<file path="src/rtl/load_store_unit.sv">
// load_store_unit
//   Initiator-side controller between the pipeline MEM stage and DataMemory.
//   Accepts byte-addressed load/store requests on a valid/ready handshake,
//   issues word-addressed read/write strobes, extracts and extends sub-word
//   load data, and performs read-modify-write for byte/half stores because
//   DataMemory has no byte enables. Exactly one response per request.
//
// Ports
//   Clk, Reset_n          clock, synchronous active-low reset
//   Req_Valid/Req_Ready   request handshake
//   Req_Write             1 = store, 0 = load
//   Req_Size              00 byte, 01 half, 10 word, 11 illegal
//   Req_Unsigned          zero-extend loads when 1
//   Req_Addr              byte address
//   Req_Wdata             store data (sub-word data in the LSBs)
//   Resp_Valid/Resp_Ready response handshake
//   Resp_Data             extended load data, 0 for stores and errors
//   Resp_Error            misaligned address or illegal size
//   Address               word index to DataMemory (Req_Addr >> 2)
//   Write_Data            DataMemory write data
//   Sig_Mem_Write         DataMemory write strobe
//   Sig_Mem_Read          DataMemory read strobe
//   Read_Data             DataMemory read data
module load_store_unit #(
  parameter int ADDR_WIDTH  = 32,
  parameter int MEM_LATENCY = 1
) (
  input  logic                  Clk,
  input  logic                  Reset_n,
  input  logic                  Req_Valid,
  output logic                  Req_Ready,
  input  logic                  Req_Write,
  input  logic [1:0]            Req_Size,
  input  logic                  Req_Unsigned,
  input  logic [ADDR_WIDTH-1:0] Req_Addr,
  input  logic [31:0]           Req_Wdata,
  output logic                  Resp_Valid,
  input  logic                  Resp_Ready,
  output logic [31:0]           Resp_Data,
  output logic                  Resp_Error,
  output logic [ADDR_WIDTH-1:0] Address,
  output logic [31:0]           Write_Data,
  output logic                  Sig_Mem_Write,
  output logic                  Sig_Mem_Read,
  input  logic [31:0]           Read_Data
);

  typedef enum logic [1:0] {IDLE, READ, WRITE, RESP} state_t;

  localparam logic [3:0] LAST_COUNT = 4'(MEM_LATENCY - 1);

  state_t      state_reg;
  logic        write_reg;
  logic [1:0]  size_reg;
  logic        unsigned_reg;
  logic [1:0]  lane_reg;
  logic [15:0] wdata_reg;
  logic [3:0]  count_reg;

  logic        misaligned;
  logic [31:0] shifted;
  logic [31:0] load_data;
  logic [31:0] merged;

  // Alignment/size check on the live request fields, used at acceptance.
  always_comb begin
    misaligned = 1'b0;
    case (Req_Size)
      2'b00:   misaligned = 1'b0;
      2'b01:   misaligned = Req_Addr[0];
      2'b10:   misaligned = (Req_Addr[1:0] != 2'b00);
      default: misaligned = 1'b1;
    endcase
  end

  // Move the addressed lane down to bit 0; half lanes are always even so the
  // same byte shift covers both sizes.
  assign shifted = Read_Data >> {lane_reg, 3'b000};

  always_comb begin
    load_data = Read_Data;
    case (size_reg)
      2'b00: load_data = unsigned_reg ? {24'd0, shifted[7:0]}
                                      : {{24{shifted[7]}}, shifted[7:0]};
      2'b01: load_data = unsigned_reg ? {16'd0, shifted[15:0]}
                                      : {{16{shifted[15]}}, shifted[15:0]};
      default: load_data = Read_Data;
    endcase
  end

  // Read-modify-write merge: each byte lane takes the new store data only if
  // the request covers it, otherwise it keeps the word just read back.
  generate
    for (genvar gi = 0; gi < 4; gi++) begin : g_lane
      localparam logic [1:0] LANE = 2'(gi);
      logic       hit;
      logic [7:0] src;
      assign hit = ((size_reg == 2'b00) && (lane_reg == LANE)) ||
                   ((size_reg == 2'b01) && (lane_reg[1] == LANE[1]));
      // A half store puts its low byte in the even lane, high byte in the odd.
      assign src = (size_reg == 2'b01 && LANE[0]) ? wdata_reg[15:8] : wdata_reg[7:0];
      assign merged[8*gi +: 8] = hit ? src : Read_Data[8*gi +: 8];
    end
  endgenerate

  always_ff @(posedge Clk) begin
    if (!Reset_n) begin
      state_reg     <= IDLE;
      write_reg     <= 1'b0;
      size_reg      <= 2'b00;
      unsigned_reg  <= 1'b0;
      lane_reg      <= 2'b00;
      wdata_reg     <= 16'd0;
      count_reg     <= 4'd0;
      Req_Ready     <= 1'b1;
      Resp_Valid    <= 1'b0;
      Resp_Data     <= 32'd0;
      Resp_Error    <= 1'b0;
      Address       <= '0;
      Write_Data    <= 32'd0;
      Sig_Mem_Write <= 1'b0;
      Sig_Mem_Read  <= 1'b0;
    end else begin
      case (state_reg)
        IDLE: begin
          if (Req_Valid && Req_Ready) begin
            write_reg    <= Req_Write;
            size_reg     <= Req_Size;
            unsigned_reg <= Req_Unsigned;
            lane_reg     <= Req_Addr[1:0];
            wdata_reg    <= Req_Wdata[15:0];
            count_reg    <= 4'd0;
            Req_Ready    <= 1'b0;
            Address      <= Req_Addr >> 2;
            if (misaligned) begin
              state_reg  <= RESP;
              Resp_Valid <= 1'b1;
              Resp_Data  <= 32'd0;
              Resp_Error <= 1'b1;
            end else if (Req_Write && Req_Size == 2'b10) begin
              state_reg     <= WRITE;
              Write_Data    <= Req_Wdata;
              Sig_Mem_Write <= 1'b1;
            end else begin
              // Loads and sub-word stores both start by reading the word.
              state_reg    <= READ;
              Sig_Mem_Read <= 1'b1;
            end
          end
        end
        READ: begin
          if (count_reg == LAST_COUNT) begin
            Sig_Mem_Read <= 1'b0;
            if (write_reg) begin
              state_reg     <= WRITE;
              Write_Data    <= merged;
              Sig_Mem_Write <= 1'b1;
            end else begin
              state_reg  <= RESP;
              Resp_Valid <= 1'b1;
              Resp_Data  <= load_data;
              Resp_Error <= 1'b0;
            end
          end else begin
            count_reg <= count_reg + 4'd1;
          end
        end
        WRITE: begin
          state_reg     <= RESP;
          Sig_Mem_Write <= 1'b0;
          Resp_Valid    <= 1'b1;
          Resp_Data     <= 32'd0;
          Resp_Error    <= 1'b0;
        end
        RESP: begin
          if (Resp_Ready) begin
            state_reg  <= IDLE;
            Resp_Valid <= 1'b0;
            Resp_Data  <= 32'd0;
            Resp_Error <= 1'b0;
            Req_Ready  <= 1'b1;
          end
        end
        default: state_reg <= IDLE;
      endcase
    end
  end

endmodule

</file>
<file path="config.mk">
export PLATFORM = sky130hd
export DESIGN_NAME = load_store_unit
export DESIGN_NICKNAME = d
export VERILOG_FILES = /design/src/rtl/load_store_unit.sv
export SDC_FILE = /design/constraint.sdc
export NUM_CORES = 1
export LEC_CHECK = 0
export ABC_AREA = 1
export CAP_MARGIN = 20
export CORE_MARGIN = 5
export CORE_UTILIZATION = 49
export CTS_BUF_LIST = sky130_fd_sc_hd__clkbuf_4
export DETAILED_ROUTE_END_ITERATION = 12
export PLACE_DENSITY = 0.81
export RECOVER_POWER = 50
export SLEW_MARGIN = 25
export SYNTH_ARGS = -nofsm -noshare
export SYNTH_HDL_FRONTEND = slang
export SYNTH_SLANG_ARGS = --single-unit
</file>
<file path="constraint.sdc">
create_clock -name Clk -period 2.05 [get_ports Clk]
set_input_delay 0.205 -clock Clk [delete_from_list [all_inputs] [get_ports Clk]]
set_output_delay 0.205 -clock Clk [all_outputs]
set_load 0.005 [all_outputs]
</file>
==> results of run 1 <==
-- synthesized netlist by cell type --
library cell	count
nor2_4	2
nand2_2	9
o21ai_1	14
nand3_1	42
nor3_1	18
conb_1	1
buf_1	1
buf_6	10
nor3b_1	1
o21ai_2	2
clkbuf_1	31
nor2_1	95
inv_1	99
inv_2	4
nand3_4	2
nand2_1	314
nand2_4	2
buf_2	15
dfxtp_1	127
ha_1	7
nor2_2	3
nand3_2	1
a21oi_1	109
a22oi_1	1
buf_4	9
a211oi_1	1
o21ai_0	120
o211ai_1	1
inv_4	1
-- through the flow --
step	hold WS [ps]	instances
floorplan	363	1043
global placement	429	1373
detailed placement	435	1373
CTS	243	1405
global route	241	1406
finish	270	1406
-- worst register-to-register path: cells and delay by family, from the launching register on --
kind	cells	cell delay (ps)
AO/OA/AOI/OAI	1	80
buffers and inverters	2	330
adder cells (fa/ha/maj)	1	360
AND/OR/NAND/NOR	7	690
flip-flops	1	360
-- layer usage --
metal	track usage	vias to the layer above	routed length, microns
met3	0.0639	49	1930
met4	0.119	0	772
met5	0	-	0
li1	-	3657	-
met2	0.399	322	9590
met1	0.320	3138	8620
-- worst max-delay path by stage --
| stage | start | to | slack, ps | depth (start not counted) |
|---|---|---|---|---|
| 5_1_grt | state_reg[1] | Write_Data[14] | 6 | 11 |
| 2_1_floorplan | state_reg[0] | Write_Data[10] | 430 | 10 |
| 6_report | state_reg[1] | Write_Data[2] | 170 | 11 |
| 3_5_place_dp | state_reg[0] | Resp_Data[15] | 150 | 8 |
| 4_1_cts | state_reg[1] | Resp_Data[13] | 140 | 8 |
| 3_3_place_gp | Req_Size[0] | Resp_Data[5] | 210 | 10 |
-- repair_timing --
action,CTS,global route
hold buffers,1,0
resized for setup,0,3
hold endpoints to repair,3,0
endpoints found under the setup margin,0,28
-- area by class of cell --
class | instances | area (sq um) | share of cell area
multi-input combinational | 746 | 3360 | 0.375
sequential | 127 | 2540 | 0.284
timing repair buffer | 221 | 2220 | 0.247
inverter | 104 | 395 | 0.0441
tap | 176 | 220 | 0.0246
clock buffer | 24 | 180 | 0.0201
clock inverter | 7 | 41.3 | 0.00461
antenna | 1 | 2.50 | 0.000279
-- cells in the final DEF (no fill, tap or decap), types with 9 or more instances in the layout --
cell             count
nor2_1              95
buf_4               13
clkbuf_4            24
nor3_1              18
inv_1               99
nand2_1            314
nand3_1             42
o21ai_1             14
nand2_2              9
dfxtp_1            127
clkdlybuf4s50_1    103
a21oi_1            109
dlygate4sd3_1       99
o21ai_0            120
-- report_power, final --
group / switching [mW] / internal, mW / leakage [nW] / total [mW]
registers: 0.385 / 3.15 / 1.04 / 3.53
logic: 3.30 / 2.22 / 2.87 / 5.52
clock network: 0.897 / 0.556 / 0.126 / 1.45
total: 4.58 / 5.92 / 4.03 / 10.5
-- logic make-up (layout without fill, tap and decap cells) --
logic type / Yosys count / count (layout) / share of synthesized area
other cells: 1 / 3 / 0.000563
fa+ha+maj: 7 / 7 / 0.0131
buf+inv: 170 / 356 / 0.115
flops: 127 / 127 / 0.381
simple gates: 489 / 489 / 0.301
compound gates: 248 / 248 / 0.188
==> impl_metrics.env, run 1 <==
export IMPL_outcome="finished, final reports clean"
export IMPL_cts_clk_slew_worst_paths_ps=100
export IMPL_p_leak_nw=4.03
export IMPL_path_cells="inv_1 > ha_1 > nand3_4 > o21ai_2 > nand2_1 > nor2_2 > nand2_4 > buf_4 > nand2_1 > nand2_1 > nor2_1"
export IMPL_grt_util_all_layers=0.252
export IMPL_avgViaCountPerCell=5.10
export IMPL_r2r_end="Write_Data[2]"
export IMPL_drive_above_1_share=0.0610
export IMPL_overflow=0
export IMPL_core_sq_um=13300
export IMPL_yosysTopAreaCellShare=0.381
export IMPL_holdCritPathClass="in2reg"
export IMPL_initial_core_util=0.501
export IMPL_wl_mm=20.9
export IMPL_worst_slew_pin_slew_ps=603
export IMPL_clk_latency_ps=560
export IMPL_critPathSlowestCell="dfxtp_1"
export IMPL_drc=0
export IMPL_max_freq_ghz=0.532
export IMPL_ys_seq_area_frac=0.381
export IMPL_dp_slack_ps=152
export IMPL_nets=1328
export IMPL_fin_util=0.674
export IMPL_grt_max_degree=107
export IMPL_hold_violations=0
export IMPL_path_buf_inv=2
export IMPL_syn_area_sq_um=6670
export IMPL_design_power_total_mw=10.5
export IMPL_ys_types=29
export IMPL_drv_slew=0
export IMPL_postSynthCellCount=1042
export IMPL_dieArea_sq_um=16000
export IMPL_clk_path_buf_depth=2
export IMPL_setup_viol=0
export IMPL_grt_pass1_vias=6540
export IMPL_yosys_top_cells_area="dfxtp_1 (38%), nand2_1 (18%), o21ai_0 (9.0%), a21oi_1 (8.2%), inv_1 (5.6%)"
export IMPL_irDropWorstVdd_mv=0.752
export IMPL_maxCapViolCount=0
export IMPL_cp_common_cell="nand2_1"
export IMPL_holdPathStages=3
export IMPL_critPathTopFamily="simple AND/OR/NAND/NOR gates"
export IMPL_die_y_microns=127
export IMPL_via_count=7166
export IMPL_critical_path_class="reg2reg"
export IMPL_setup_ws_ps=171
export IMPL_dp_hpwl_mm=15.2
export IMPL_gp_congestion=0.918
export IMPL_row_count=42
export IMPL_htree_levels=4
export IMPL_cts_root_buf="clkbuf_4"
export IMPL_finalCriticalPeriod_ps=1880
export IMPL_synth_warnings=0
export IMPL_arrival_ps=2370
export IMPL_crit_required_ps=2540
export IMPL_rsz0062_at_grt="no"
export IMPL_grt_antenna_before_repair=1
export IMPL_setup_tns_ps=0
export IMPL_area_growth_syn_to_layout_pct=34.4
export IMPL_hold_start="Req_Addr[8]"
export IMPL_top_regs="Resp_Data x32, Write_Data x32, Address x30"
export IMPL_ys_ff_latch=127
export IMPL_r2r_cells=11
export IMPL_port_buffers=202
export IMPL_critPathMaxFanout=25
export IMPL_numCtsBuffers=17
export IMPL_postCtsSetupBuffers=0
export IMPL_cts_tree="built"
export IMPL_period_share=0.917
export IMPL_cp_end_kind="flip-flop"
export IMPL_cp_start_kind="flip-flop"
export IMPL_slew_headroom=0.598
export IMPL_ant_nets=0
export IMPL_yosys_area_top_type="dfxtp_1"
export IMPL_fin_worst_skew_ps=18.7
export IMPL_fillers=1198
export IMPL_fin_area_sq_um=8960
export IMPL_p_per_area_nw_per_um2=1170
export IMPL_wl_per_cell_microns=14.9
export IMPL_avgSynthCellArea_sq_um=6.40
export IMPL_reg2reg_setup_slack_ps=170
export IMPL_drt_iter0_drc=658
export IMPL_grt_first_pass_wirelength_mm=32.7
export IMPL_cts_sinks=127
export IMPL_cp_slowest_stage_delay_ps=360
export IMPL_ios=205
export IMPL_firstDrtPassIters=6
export IMPL_rr_startpoint="state_reg[1]"
export IMPL_die_width_microns=127
export IMPL_placed_area_sq_um=8720
export IMPL_hold_end="Address[6]"
No activity file was read; power rests on OpenSTA's default activity.
==> inputs of run 2 (changes only) <==
--- a/config.mk
+++ b/config.mk
@@ -8,10 +8,10 @@
 export ABC_AREA = 1
 export CAP_MARGIN = 20
 export CORE_MARGIN = 5
-export CORE_UTILIZATION = 49
+export CORE_UTILIZATION = 33
 export CTS_BUF_LIST = sky130_fd_sc_hd__clkbuf_4
 export DETAILED_ROUTE_END_ITERATION = 12
-export PLACE_DENSITY = 0.81
+export PLACE_DENSITY = 0.58
 export RECOVER_POWER = 50
 export SLEW_MARGIN = 25
 export SYNTH_ARGS = -nofsm -noshare
==> impl_metrics.env, run 2 (synthesis gave the netlist of run 1 again) <==
export IMPL_die_width_microns=152
export IMPL_dp_hpwl_mm=17.1
export IMPL_numCtsBuffers=17
export IMPL_p_leak_nw=4.11
export IMPL_cts_sinks=127
export IMPL_ant_nets=0
export IMPL_top_regs="Resp_Data x32, Write_Data x32, Address x30"
export IMPL_worst_slew_pin_slew_ps=593
export IMPL_fin_worst_skew_ps=29.3
export IMPL_setup_tns_ps=0
export IMPL_clk_latency_ps=560
export IMPL_drive_above_1_share=0.0680
export IMPL_critical_path_class="reg2reg"
export IMPL_avgViaCountPerCell=4.71
export IMPL_ios=205
export IMPL_multi_input_area_sq_um=3380
export IMPL_outcome="finished, final reports clean"
export IMPL_grt_antenna_before_repair=1
export IMPL_gp_congestion=0.854
export IMPL_rsz0062_at_grt="no"
export IMPL_setup_viol=0
export IMPL_finalCriticalPeriod_ps=1850
export IMPL_fillers=2138
export IMPL_drt_iter0_drc=585
export IMPL_grt_pass1_vias=6706
export IMPL_max_freq_ghz=0.542
export IMPL_p_per_area_nw_per_um2=1230
export IMPL_arrival_ps=2320
export IMPL_cts_root_buf="clkbuf_4"
export IMPL_core_sq_um=20000
export IMPL_row_count=52
export IMPL_drv_slew=0
export IMPL_initial_core_util=0.333
export IMPL_placed_area_sq_um=8870
export IMPL_clk_path_buf_depth=2
export IMPL_area_growth_syn_to_layout_pct=39.0
export IMPL_via_count=7097
export IMPL_slew_headroom=0.600
export IMPL_wl_per_cell_microns=15.4
export IMPL_grt_util_all_layers=0.194
export IMPL_irDropWorstVdd_mv=0.574
export IMPL_wl_mm=23.2
export IMPL_period_share=0.901
export IMPL_regArea_sq_um=2540
export IMPL_grt_first_pass_wirelength_mm=36.4
export IMPL_hold_violations=0
export IMPL_layout_common_cells="nand2_1 (314), dfxtp_1 (127), o21ai_0 (120)"
export IMPL_crit_required_ps=2520
export IMPL_cp_end_kind="flip-flop"
export IMPL_die_y_microns=152
export IMPL_overflow=0
export IMPL_critPathMaxFanout=20
export IMPL_htree_levels=4
export IMPL_cp_start_kind="flip-flop"
export IMPL_cts_tree="built"
export IMPL_port_buffers=202
export IMPL_holdCritPathClass="in2reg"
export IMPL_nets=1333
export IMPL_firstDrtPassIters=5
export IMPL_maxCapViolCount=0
export IMPL_grt_max_degree=107
export IMPL_cts_clk_slew_worst_paths_ps=130
export IMPL_fin_area_sq_um=9270
export IMPL_drc=0
export IMPL_dieArea_sq_um=23100
export IMPL_final_common_cell="nand2_1"
==> run 2: layout make-up <==
| class | instances | share of cell area |
|---|---|---|
| well taps | 270 | 0.0365 |
| clock inverters | 15 | 0.0248 |
| inverters | 104 | 0.0424 |
| diodes | 1 | 0.000270 |
| flip-flops and latches | 127 | 0.274 |
| clock buffers | 17 | 0.0138 |
| repair buffers | 226 | 0.243 |
| multi-input cells | 746 | 0.365 |
==> run 2: layer usage <==
layer | part of all wire | track usage
met2 | 0.46 | 0.314
met5 | 0 | 0
met3 | 0.063 | 0.0457
met1 | 0.45 | 0.256
met4 | 0.023 | 0.0625
==> run 2: power breakdown <==
group,total (mW),internal [mW],switching [mW]
Clock,2.15,1.11,1.04
Sequential,3.54,3.15,0.396
Combinational,5.67,2.30,3.37
==> run 2: what timing repair did <==
action / in CTS / in global routing
endpoints found under the hold margin: 8 / 0
buffers inserted: 0 / 0
endpoints found under the setup margin: 0 / 35
resized for setup: 0 / 3
hold buffers: 1 / 0
==> run 2: critical path: stages (launching register included) <==
cell and delay, ps:
dfxtp_1 440, inv_1 140, ha_4 220, nand2_1 140, nand3_2 150, nor2_2 160
buf_4 260, nand3_1 120, a21oi_1 130
==> run 2: path summary, 6_finish.rpt <==
| check | cells after the start | slack, ps | start | endpoint |
|---|---|---|---|---|
| max | 8 | 200 | state_reg[0] | Resp_Data[0] |
| min | 3 | 260 | Req_Addr[9] | Address[7] |
| max reg2reg | 8 | 200 | state_reg[0] | Resp_Data[0] |
| min reg2reg | 2 | 450 | Address[9] | Address[9] |
==> run 2: metrics by stage <==
step / total power, mW / util / hold slack, ps / std cells / setup WS (ps)
after floorplan: 7.20 / - / 363 / 1043 / 432
after global placement: 9.38 / 0.443 / 429 / 1472 / 189
after detailed placement: 9.42 / 0.443 / 436 / 1472 / 146
after CTS: 11.6 / 0.461 / 207 / 1505 / 119
after global routing: 12.3 / 0.462 / 217 / 1506 / 28.6
final: 11.4 / 0.462 / 257 / 1506 / 204
==> inputs of run 3 (changes only) <==
--- a/config.mk
+++ b/config.mk
@@ -8,11 +8,10 @@
 export ABC_AREA = 1
 export CAP_MARGIN = 20
 export CORE_MARGIN = 5
-export CORE_UTILIZATION = 33
+export CORE_UTILIZATION = 38
 export CTS_BUF_LIST = sky130_fd_sc_hd__clkbuf_4
 export DETAILED_ROUTE_END_ITERATION = 12
-export PLACE_DENSITY = 0.58
-export RECOVER_POWER = 50
+export PLACE_DENSITY_LB_ADDON = 0.15
 export SLEW_MARGIN = 25
 export SYNTH_ARGS = -nofsm -noshare
 export SYNTH_HDL_FRONTEND = slang
==> impl_metrics.env, run 3 (synthesis gave the netlist of run 1 again) <==
export IMPL_cts_clk_slew_worst_paths_ps=130
export IMPL_dp_slack_ps=81.3
export IMPL_avgViaCountPerCell=4.89
export IMPL_combPwrFrac=0.521
export IMPL_grt_first_pass_wirelength_mm=34.6
export IMPL_top_regs="Resp_Data x32, Write_Data x32, Address x30"
export IMPL_drt_iter0_drc=554
export IMPL_internal_power_mw=6.38
export IMPL_arrival_ps=2310
export IMPL_cts_tree="built"
export IMPL_drive_above_1_share=0.0704
export IMPL_cp_common_cell="nand2_1"
export IMPL_setup_ws_ps=230
export IMPL_rr_startpoint="state_reg[1]"
export IMPL_reg2reg_setup_slack_ps=230
export IMPL_ios=205
export IMPL_row_count=48
export IMPL_grt_antenna_before_repair=1
export IMPL_gp_congestion=0.891
export IMPL_p_switching_mw=4.82
export IMPL_final_common_cell="nand2_1"
export IMPL_irDropWorstVdd_mv=0.544
export IMPL_initial_core_util=0.387
export IMPL_via_count=7155
export IMPL_core_sq_um=17200
export IMPL_critPathTopFamily="simple AND/OR/NAND/NOR gates"
export IMPL_crit_required_ps=2540
export IMPL_pwr_share_clk=0.160
export IMPL_r2r_cells=11
export IMPL_critPathMaxFanout=21
export IMPL_place_inst=1428
export IMPL_hold_start="Req_Addr[13]"
export IMPL_cts_sinks=127
export IMPL_drc=0
export IMPL_grt_pass1_vias=6583
export IMPL_r2r_end="Write_Data[18]"
export IMPL_worst_slew_pin_slew_ps=575
export IMPL_path_cells="inv_2 > ha_4 > inv_2 > o21ai_2 > nand2_1 > nor2_2 > nand2_4 > buf_12 > nand2_1 > nand2_1 > nor2_1"
export IMPL_dieArea_sq_um=20300
export IMPL_critPathSlowestCell="dfxtp_1"
export IMPL_cp_start_kind="flip-flop"
export IMPL_p_leak_nw=3.78
export IMPL_ant_nets=0
export IMPL_power_switching_share=0.431
export IMPL_wl_mm=22.4
export IMPL_setup_viol=0
export IMPL_layout_common_cells="nand2_1 (314), clkdlybuf4s50_1 (201), dfxtp_1 (127)"
export IMPL_hold_violations=0
export IMPL_clk_latency_ps=560
export IMPL_area_growth_syn_to_layout_pct=37.3
export IMPL_outcome="finished, final reports clean"
export IMPL_wl_per_cell_microns=15.3
export IMPL_path_buf_inv=3
export IMPL_finalCriticalPeriod_ps=1820
export IMPL_maxCapViolCount=0
export IMPL_hold_end="Address[11]"
export IMPL_cp_slowest_stage_delay_ps=360
export IMPL_die_y_microns=142
export IMPL_slew_headroom=0.617
export IMPL_grt_util_all_layers=0.215
export IMPL_overflow=0
export IMPL_final_cells=1462
export IMPL_grt_max_degree=107
export IMPL_die_width_microns=142
export IMPL_p_per_area_nw_per_um2=1220
export IMPL_fin_worst_skew_ps=18.3
export IMPL_power_frac_seq=0.319
export IMPL_port_buffers=202
export IMPL_dp_hpwl_mm=16.5
export IMPL_nets=1334
export IMPL_cts_root_buf="clkbuf_4"
export IMPL_cp_end_kind="flip-flop"
export IMPL_drv_slew=0
export IMPL_max_freq_ghz=0.550
export IMPL_critical_path_class="reg2reg"
export IMPL_rsz0062_at_grt="no"
export IMPL_holdCritPathClass="in2reg"
export IMPL_period_share=0.888
export IMPL_clk_path_buf_depth=2
export IMPL_numCtsBuffers=17
export IMPL_firstDrtPassIters=5
export IMPL_htree_levels=4
export IMPL_setup_tns_ps=0
export IMPL_holdPathStages=3
run 3: cell types whose count changed in the layout (fill, tap and decap cells not counted), sizes merged:
cell           before  now
clkdlybuf4s50     108  201
buf                24   25
bufinv              5    2
clkinvlp            0    5
dlygate4sd3        94    1
clkinv              5    4
inv               109  108
run 3: cell type report:
class | instances | area, sq um
fill | 1758 | 8080
inverter | 104 | 395
multi-input combinational | 746 | 3380
clock inverter | 15 | 163
clock buffer | 17 | 128
timing repair buffer | 227 | 2260
tap | 225 | 282
antenna | 1 | 2.50
sequential | 127 | 2540
run 3: how the worst max path moves through the flow:
stage / start / end / cells after the start
finish: state_reg[1] / Write_Data[18] / 11
global route: state_reg[0] / Write_Data[28] / 11
CTS: state_reg[1] / Write_Data[14] / 11
detailed placement: state_reg[1] / Write_Data[14] / 11
global placement: state_reg[0] / Write_Data[22] / 11
floorplan: state_reg[0] / Write_Data[10] / 10
run 3: worst min-delay path: cells and delay by family:
family | cells | cell delay (ps)
AO/OA/AOI/OAI | 2 | 190
buffers and inverters | 1 | 390
run 3: what timing repair did:
action,in CTS,in global routing
buffers inserted,0,0
hold endpoints to repair,1,0
endpoints found under the setup margin,0,58
hold buffers,1,0
gates resized for setup,0,7
run 3: per-stage QoR:
step | power, mW | util | hold slack [ps] | cell area, sq um
final | 11.2 | 0.531 | 261 | 9150
after global routing | 12.1 | 0.531 | 217 | 9150
after CTS | 11.2 | 0.529 | 229 | 9130
after detailed placement | 9.38 | 0.512 | 434 | 8830
after global placement | 9.31 | 0.512 | 431 | 8830
after floorplan | 7.20 | - | 363 | 6670
run 3: metal layers:
metal | global-route usage | vias up | routed length, microns
met4 | 0.0600 | 0 | 482
met2 | 0.355 | 224 | 10800
li1 | - | 3667 | -
met1 | 0.280 | 3229 | 9710
met5 | 0 | - | 0
met3 | 0.0541 | 35 | 1460
run 3: power groups by stage:
stage	sequential [mW]	clock, mW	combinational [mW]
after floorplan	3.58	0	3.62
after global placement	3.61	0	5.71
after detailed placement	3.62	0	5.75
after CTS	3.57	1.84	5.79
after global routing	3.66	1.97	6.50
final	3.57	1.79	5.83
